$ cat config.mk
export PLATFORM = sky130hd
export DESIGN_NAME = pipe_skid_stage
export DESIGN_NICKNAME = d
export VERILOG_FILES = /design/src/rtl/pipe_skid_stage.sv
export SDC_FILE = /design/constraint.sdc
export NUM_CORES = 1
export LEC_CHECK = 0
export CAP_MARGIN = 20
export CORE_UTILIZATION = 40
export DETAILED_ROUTE_END_ITERATION = 10
export GPL_TIMING_DRIVEN = 0
export PLACE_DENSITY = 0.75
export SYNTH_ARGS = -nofsm -noshare
export SYNTH_HDL_FRONTEND = slang
export SYNTH_SLANG_ARGS = --single-unit
$ cat constraint.sdc
create_clock -name clk -period 1.9 [get_ports clk]
set_clock_uncertainty 0.15 [all_clocks]
set_input_delay 0.38 -clock clk [delete_from_list [all_inputs] [get_ports clk]]
set_output_delay 0.38 -clock clk [all_outputs]
set_load 0.02 [all_outputs]
$ cat src/rtl/pipe_skid_stage.sv
// Two-entry pipeline skid stage: main entry drives the outputs, skid absorbs one extra beat.
// Latency: 1 cycle from accept to out_* when EMPTY or ONE-with-pop; strict FIFO order.
// Backpressure: in_ready is purely registered (low only when FULL); flush squashes all entries.
//
// Ports:
//   clk, rst                 - rising-edge clock, asynchronous active-low reset
//   in_valid/in_ready        - upstream handshake; in_data (LANES*DATA_W, lane 0 in LSBs), in_ctrl
//   out_valid/out_ready      - downstream handshake; out_data, out_ctrl (zero when out_valid=0)
//   flush                    - drop every held entry and any same-cycle input
//   clr_cnt, stall_cnt       - saturating count of cycles with out_valid=1 and out_ready=0
module pipe_skid_stage #(
  parameter int LANES  = 3,
  parameter int DATA_W = 16,
  parameter int CTRL_W = 8,
  parameter int CNT_W  = 16
) (
  input  logic                    clk,
  input  logic                    rst,
  input  logic                    in_valid,
  output logic                    in_ready,
  input  logic [LANES*DATA_W-1:0] in_data,
  input  logic [CTRL_W-1:0]       in_ctrl,
  input  logic                    flush,
  output logic                    out_valid,
  input  logic                    out_ready,
  output logic [LANES*DATA_W-1:0] out_data,
  output logic [CTRL_W-1:0]       out_ctrl,
  input  logic                    clr_cnt,
  output logic [CNT_W-1:0]        stall_cnt
);

  localparam int PW = LANES * DATA_W;

  typedef struct packed {
    logic [PW-1:0]     dat;
    logic [CTRL_W-1:0] ctl;
  } ent_t;

  ent_t             main_q, main_d;
  ent_t             skid_q, skid_d;
  ent_t             in_ent;
  logic             main_vld_q, main_vld_d;
  logic             skid_vld_q, skid_vld_d;
  logic [CNT_W-1:0] cnt_q, cnt_d;
  logic             accept;
  logic             pop;

  // The skid entry is only ever valid behind a valid main entry, so
  // FULL is exactly "skid valid" and in_ready needs nothing else.
  assign in_ready  = ~skid_vld_q;
  assign accept    = in_valid & in_ready;
  assign pop       = main_vld_q & out_ready;
  assign in_ent    = {in_data, in_ctrl};

  assign out_valid = main_vld_q;
  assign out_data  = main_q.dat;
  assign out_ctrl  = main_vld_q ? main_q.ctl : '0;
  assign stall_cnt = cnt_q;

  always_comb begin
    main_vld_d = main_vld_q;
    skid_vld_d = skid_vld_q;
    main_d     = main_q;
    skid_d     = skid_q;
    if (flush) begin
      // Payload registers are left untouched; only the valid bits drop.
      main_vld_d = 1'b0;
      skid_vld_d = 1'b0;
    end else begin
      main_vld_d = accept | skid_vld_q | (main_vld_q & ~pop);
      skid_vld_d = skid_vld_q ? ~pop : (accept & main_vld_q & ~pop);
      // accept is impossible while FULL, so the two main sources never collide.
      if (skid_vld_q && pop) begin
        main_d = skid_q;
      end else if (accept && (!main_vld_q || pop)) begin
        main_d = in_ent;
      end
      if (accept && main_vld_q && !pop) begin
        skid_d = in_ent;
      end
    end
  end

  always_comb begin
    cnt_d = cnt_q;
    if (clr_cnt) begin
      cnt_d = '0;
    end else if (main_vld_q && !out_ready && (cnt_q != {CNT_W{1'b1}})) begin
      cnt_d = cnt_q + {{(CNT_W-1){1'b0}}, 1'b1};
    end
  end

  always_ff @(posedge clk or negedge rst) begin
    if (!rst) begin
      main_q     <= '0;
      skid_q     <= '0;
      main_vld_q <= 1'b0;
      skid_vld_q <= 1'b0;
      cnt_q      <= '0;
    end else begin
      main_q     <= main_d;
      skid_q     <= skid_d;
      main_vld_q <= main_vld_d;
      skid_vld_q <= skid_vld_d;
      cnt_q      <= cnt_d;
    end
  end

endmodule

# ---- Yosys cells after proc, flatten, opt, wreduce, memory -nomap -nowiden
# Index checks and enable logic that the tools add are counted.
dict set report word_totals {
  latchBits 0
  inputBits 62
  elab_cells 41
  ff_bits 130
  ram_bits 0
  n_memories 0
  romBits 0
}
dict set report op_classes {
  n_reduce_logical 14
  div_mod_pow 0
  bitwise_logic 10
  muxes 8
  eq_ne 1
  n_lt_le_gt_ge 0
  n_shift 0
  add_sub_neg 1
  mul 0
}
# op n
set op_table {}
lappend op_table {{$mux W56} 2}
lappend op_table {{$mux W16} 2}
lappend op_table {{$add A16 B1 Y16 const B} 1}
lappend op_table {{$ne A16 B16 Y1 const B} 1}
lappend op_table {{$mux W8} 1}
lappend op_table {{$logic_and A1 B1 Y1} 6}
lappend op_table {{$and A1 B1 Y1} 5}
lappend op_table {{$reduce_and A2 Y1} 2}
lappend op_table {{$reduce_bool A2 Y1} 2}
lappend op_table {{$logic_not A1 Y1} 3}
lappend op_table {{$mux W1} 3}
lappend op_table {{$not A1 Y1} 3}
lappend op_table {{$or A1 B1 Y1} 2}
lappend op_table {{$logic_or A1 B1 Y1} 1}

# ---- Logic depth before layout (Yosys ltp)
dict set report logic_depth {
  word_depth 6
  ltp_mapped 6
}

# ---- Worst setup path after synthesis
# Ideal clock, no wire load.
dict set report synth_path {
  path_type {register to register}
  from {reg cnt_q[0] (netlist: stall_cnt[0])}
  to {reg cnt_q[10] (netlist: stall_cnt[10])}
  period_less_slack_ns 1.986
  t_required_ns 1.625
  arrival_ns 1.711
  slack_ns -0.086
  path_buffers 0
  path_stages_with_launch 6
  setup_ns 0.125
  cell_sequence {dfrtp_1 ha_1 nand3b_1 nor4_1 nor2b_1 mux2_2}
}
dict set report synth_via {
  elab_chain_cells 3
  word_cells_on_any_way 6
  cone_classes {1 x add/sub; 1 x eq/ne; 2 x mux; 2 x reduce/logical}
}
# element line_no
set synth_rtl {}
lappend synth_rtl {{start, declared} 44} ;# logic [CNT_W-1:0] cnt_q, cnt_d;
lappend synth_rtl {{start signal, assigned} 105} ;# cnt_q <= cnt_d;
lappend synth_rtl {{$add A16 B1 Y16 or $ne A16 B16 Y1 (tied branches)} {89, 88}}
lappend synth_rtl {{$mux W16 or $logic_and A1 B1 Y1 (tied branches)} 88} ;# end else if (main_vld_q && !out_ready && (cnt_q != {CNT_W{1'b1}})) begin
lappend synth_rtl {{$mux W16 or $reduce_bool A2 Y1 (tied branches)} -}
# Parallel ways exist; a longest one is shown, timed or not. The select of a mux whose other input is x is not followed.
# A chain may end at the register's enable or synchronous reset.

# ---- Worst setup path in the final report
dict set report layout_path {
  from {reg cnt_q[0] (netlist: stall_cnt[0])}
  to {reg cnt_q[8] (netlist: stall_cnt[8])}
}
# The elaborated chain is that of the path after synthesis.

==> flow_summary.ini <==
[setup_path]
worst_r2r_endpoint = stall_cnt[8]
critical_path.startpoint_type = flip-flop
path_delay_family = simple AND/OR/NAND/NOR gates
path_buf_inv = 1
crit_path_top_delay_cell = sky130_fd_sc_hd__or4_1
crit_required_ns = 2.08
cp_data_arrival_time_ns = 2.07
worstRegToRegCells = 5
regToRegStartpoint = stall_cnt[0]
worst_path_largest_cell_delay_ns = 0.52
setup.worst_path.class = flip-flop to flip-flop
timing.critical_path.cells = ha_2 > nand3b_1 > buf_4 > or4_1 > a21oi_1
r2r_slack_ns = 0.02
cp_capture_type = flip-flop
critical_path.max_fanout = 4

[finish]
share_of_cells_above_drive_strength_1_pct = 28.41
fillers = 1268
num_antenna_cells = 0
area_delta_synth_final_pct = 37.21
finalCoreUtilization_pct = 57.07
nets = 762
finish.instance_area_mm2 = 0.008421
finalNonFillerCells = 895

[logic_synthesis]
synthesis.area_mm2 = 0.006137
yosys_register_bits = 130
ys_warn_count = 0
synthArstFlopShare_pct = 100.0
postSynthAreaPerCell_um2 = 11.54
netlist_instances = 532
number_of_distinct_standard_cells_referenced_by_the_synthesized_netlist = 40
synth_sequential_area_ratio_pct = 53.01
ys_dominant_reg_cell = sky130_fd_sc_hd__dfrtp_1
synth_edf_count = 0
synth.net_count = 595

[floorplan]
fp.dieH_um = 125.9
floorplan.die_area_mm2 = 0.01584
dieWidth_um = 125.9
initial_utilization_pct = 41.60
io_pins = 136
coreArea_mm2 = 0.01475
row_count = 44

[routing]
vias_per_cell = 5.068
num_vias = 4536
detailedRoute.firstIterationViolations = 194
finalWirelength_mm = 14.33
post_drt_wl_per_cell_um = 16.01
detailedRoute.firstPassIterationCount = 4
detail_route.drc_violations = 0
route.antenna.remaining_nets = 0

[global_route]
vias_in_the_first_global_route = 4610
grt_first_pass_wirelength_mm = 23.26
pin_count_of_the_biggest_net_entering_global_routing = 71
globalRoute.totalOverflow = 0
antenna_violations_before_repair = 0
grt_use_total_pct = 18.95

[sta]
layout_min_cycle_time_ns = 1.882
slew-limit-headroom_pct = 61.58
timing.final.setup_violations = 0
final_max_slew_viol_count = 0
timing.final.ws_setup_ns = 0.01771
timing.final.crit_share_pct = 99.07
timing_worst_slew_pin_value_ns = 0.5764
final-hold-violation-count = 0
timing.fmax_ghz = 0.5313
rsz0062_at_grt = true

[placed_design]
placedCellCount = 852
post_dp_cell_area_mm2 = 0.007756
place_hpwl_mm = 9.957
number_of_port_buffers = 135
gpl.final_weighted_congestion = 0.8331
pre_cts_ws_ns = -0.6660

[clock_network]
tritoncts_num_sinks = 130
tritoncts = yes
cts.reportedPaths.clkPinSlew_ns = 0.06
clock_tree.root_cell = sky130_fd_sc_hd__clkbuf_16
cts_max_path_buffers = 2
worst_skew_pair.late_latency_ns = 0.41
htreeDepth = 4
cts-buffers-inserted = 17

[run_status]
run_status = completed

[pwr]
finalPower_mw = 8.686
static-leakage-power_nw = 4.115
power_density_mw_per_mm2 = 1032
vdd_ir_drop_max_v = 0.0005973

[hold_path]
hold-path-endpoint = skid_vld_q
worst_hold_path_type = input pin to flip-flop
min_delay_path_depth = 2
holdCritStartpoint = out_ready

[job]
maxCapViolCount = 0
==> through the flow <==
stage	TNS (ns)	hold slack, ns
detailed placement	-62.65	0.2467
floorplan	0	-0.06559
finish	0	0.1765
CTS	-0.005022	0.3539
global route	-0.06098	0.2173
global placement	-669.09	0.3356
==> cells in the mapped netlist, types with 5 or more instances <==
master | instances | share of area (%)
sky130_fd_sc_hd__a21oi_1 | 64 | 5.2
sky130_fd_sc_hd__buf_6 | 7 | 1.3
sky130_fd_sc_hd__buf_4 | 49 | 6.0
sky130_fd_sc_hd__a211oi_1 | 5 | 0.61
sky130_fd_sc_hd__and2_1 | 11 | 1.1
sky130_fd_sc_hd__buf_2 | 15 | 1.2
sky130_fd_sc_hd__nand2_1 | 7 | 0.43
sky130_fd_sc_hd__mux2_2 | 59 | 11
sky130_fd_sc_hd__nand3_1 | 5 | 0.41
sky130_fd_sc_hd__mux2i_1 | 56 | 9.1
sky130_fd_sc_hd__nor2_1 | 67 | 4.1
sky130_fd_sc_hd__nor2b_1 | 7 | 0.71
sky130_fd_sc_hd__dfrtp_1 | 130 | 53
==> report_power, final <==
group	switching [mW]	leakage (nW)	total, mW	internal (mW)
logic	0.868	2.30	1.89	1.02
clock network	1.17	0.271	3.15	1.98
registers	0.297	1.54	3.64	3.34
total	2.34	4.11	8.69	6.35
==> final cells by class <==
class	count	area [um^2]	area share [%]
buffer	75	578.1	6.865
clock buffer	21	460.4	5.468
clock inverter	10	110.1	1.308
inverter	4	15.01	0.1783
multi-input combinational	323	2414	28.66
sequential	130	3261	38.72
tap	184	230.2	2.734
timing repair buffer	148	1353	16.06
==> sequential cells by signal, summed over array words and instances (netlist names) <==
signal	flops
stall_cnt	16
out_valid	1
out_data	48
skid_vld_q	1
main_q	8
skid_q	56
==> worst max path at each step <==
stage | start | to | cells after the start
final | stall_cnt[0] | stall_cnt[8] | 5
after detailed placement | out_ready | out_data[38] | 6
after floorplan | stall_cnt[0] | stall_cnt[10] | 5
after global routing | stall_cnt[0] | stall_cnt[8] | 5
after global placement | rst | stall_cnt[0] | 1
after CTS | stall_cnt[9] | stall_cnt[0] | 4
==> cell families (layout without fill, tap and decap cells) <==
logic type               Yosys count  in the layout  share of synthesized area (%)
adder cells (fa/ha/maj)            1              1                         0.2038
AO/OA/AOI/OAI                     88             88                          8.522
buffers and inverters             79            258                          8.991
AND/OR/NAND/NOR                  119            119                          9.317
multiplexers                     115            115                          19.96
flip-flops                       130            130                          53.01
==> placed cells by master, fill, tap and decap left out, types with 3 or more instances in the layout <==
master                            count
sky130_fd_sc_hd__buf_2               15
sky130_fd_sc_hd__a31oi_1              3
sky130_fd_sc_hd__buf_4               63
sky130_fd_sc_hd__nand4_1              4
sky130_fd_sc_hd__mux2_2              58
sky130_fd_sc_hd__nand2_1              7
sky130_fd_sc_hd__o21ai_0              3
sky130_fd_sc_hd__and2_1              11
sky130_fd_sc_hd__a211oi_1             5
sky130_fd_sc_hd__dfrtp_2              6
sky130_fd_sc_hd__nor2b_1              7
sky130_fd_sc_hd__clkbuf_4             3
sky130_fd_sc_hd__clkinvlp_4           4
sky130_fd_sc_hd__inv_1                4
sky130_fd_sc_hd__clkbuf_16           17
sky130_fd_sc_hd__nor2_1              65
sky130_fd_sc_hd__dlygate4sd2_1       66
sky130_fd_sc_hd__dfrtp_1            124
sky130_fd_sc_hd__clkinv_2             4
sky130_fd_sc_hd__clkdlybuf4s50_1     59
sky130_fd_sc_hd__a21oi_1             64
sky130_fd_sc_hd__clkbuf_1             3
sky130_fd_sc_hd__nand3_1              5
sky130_fd_sc_hd__mux2i_1             56
sky130_fd_sc_hd__buf_6               10
==> layer usage <==
metal	wire length, um	up-vias	share of wire [%]	global-route usage, %
met5	0	-	0	0
met4	212	0	1.5	7.371
met3	745	17	5.2	5.183
met2	7082	115	49	31.11
met1	6288	2248	44	23.86
li1	-	2156	-	-
==> timing repair <==
action,4_1_cts,5_1_grt
gates cloned,0,0
resized for setup,113,22
hold buffers,1,0
pin swaps,3,4
setup buffers,3,8
endpoints found under the setup margin,138,114
endpoints found under the hold margin,60,0
(Power assumes the default switching activity.)
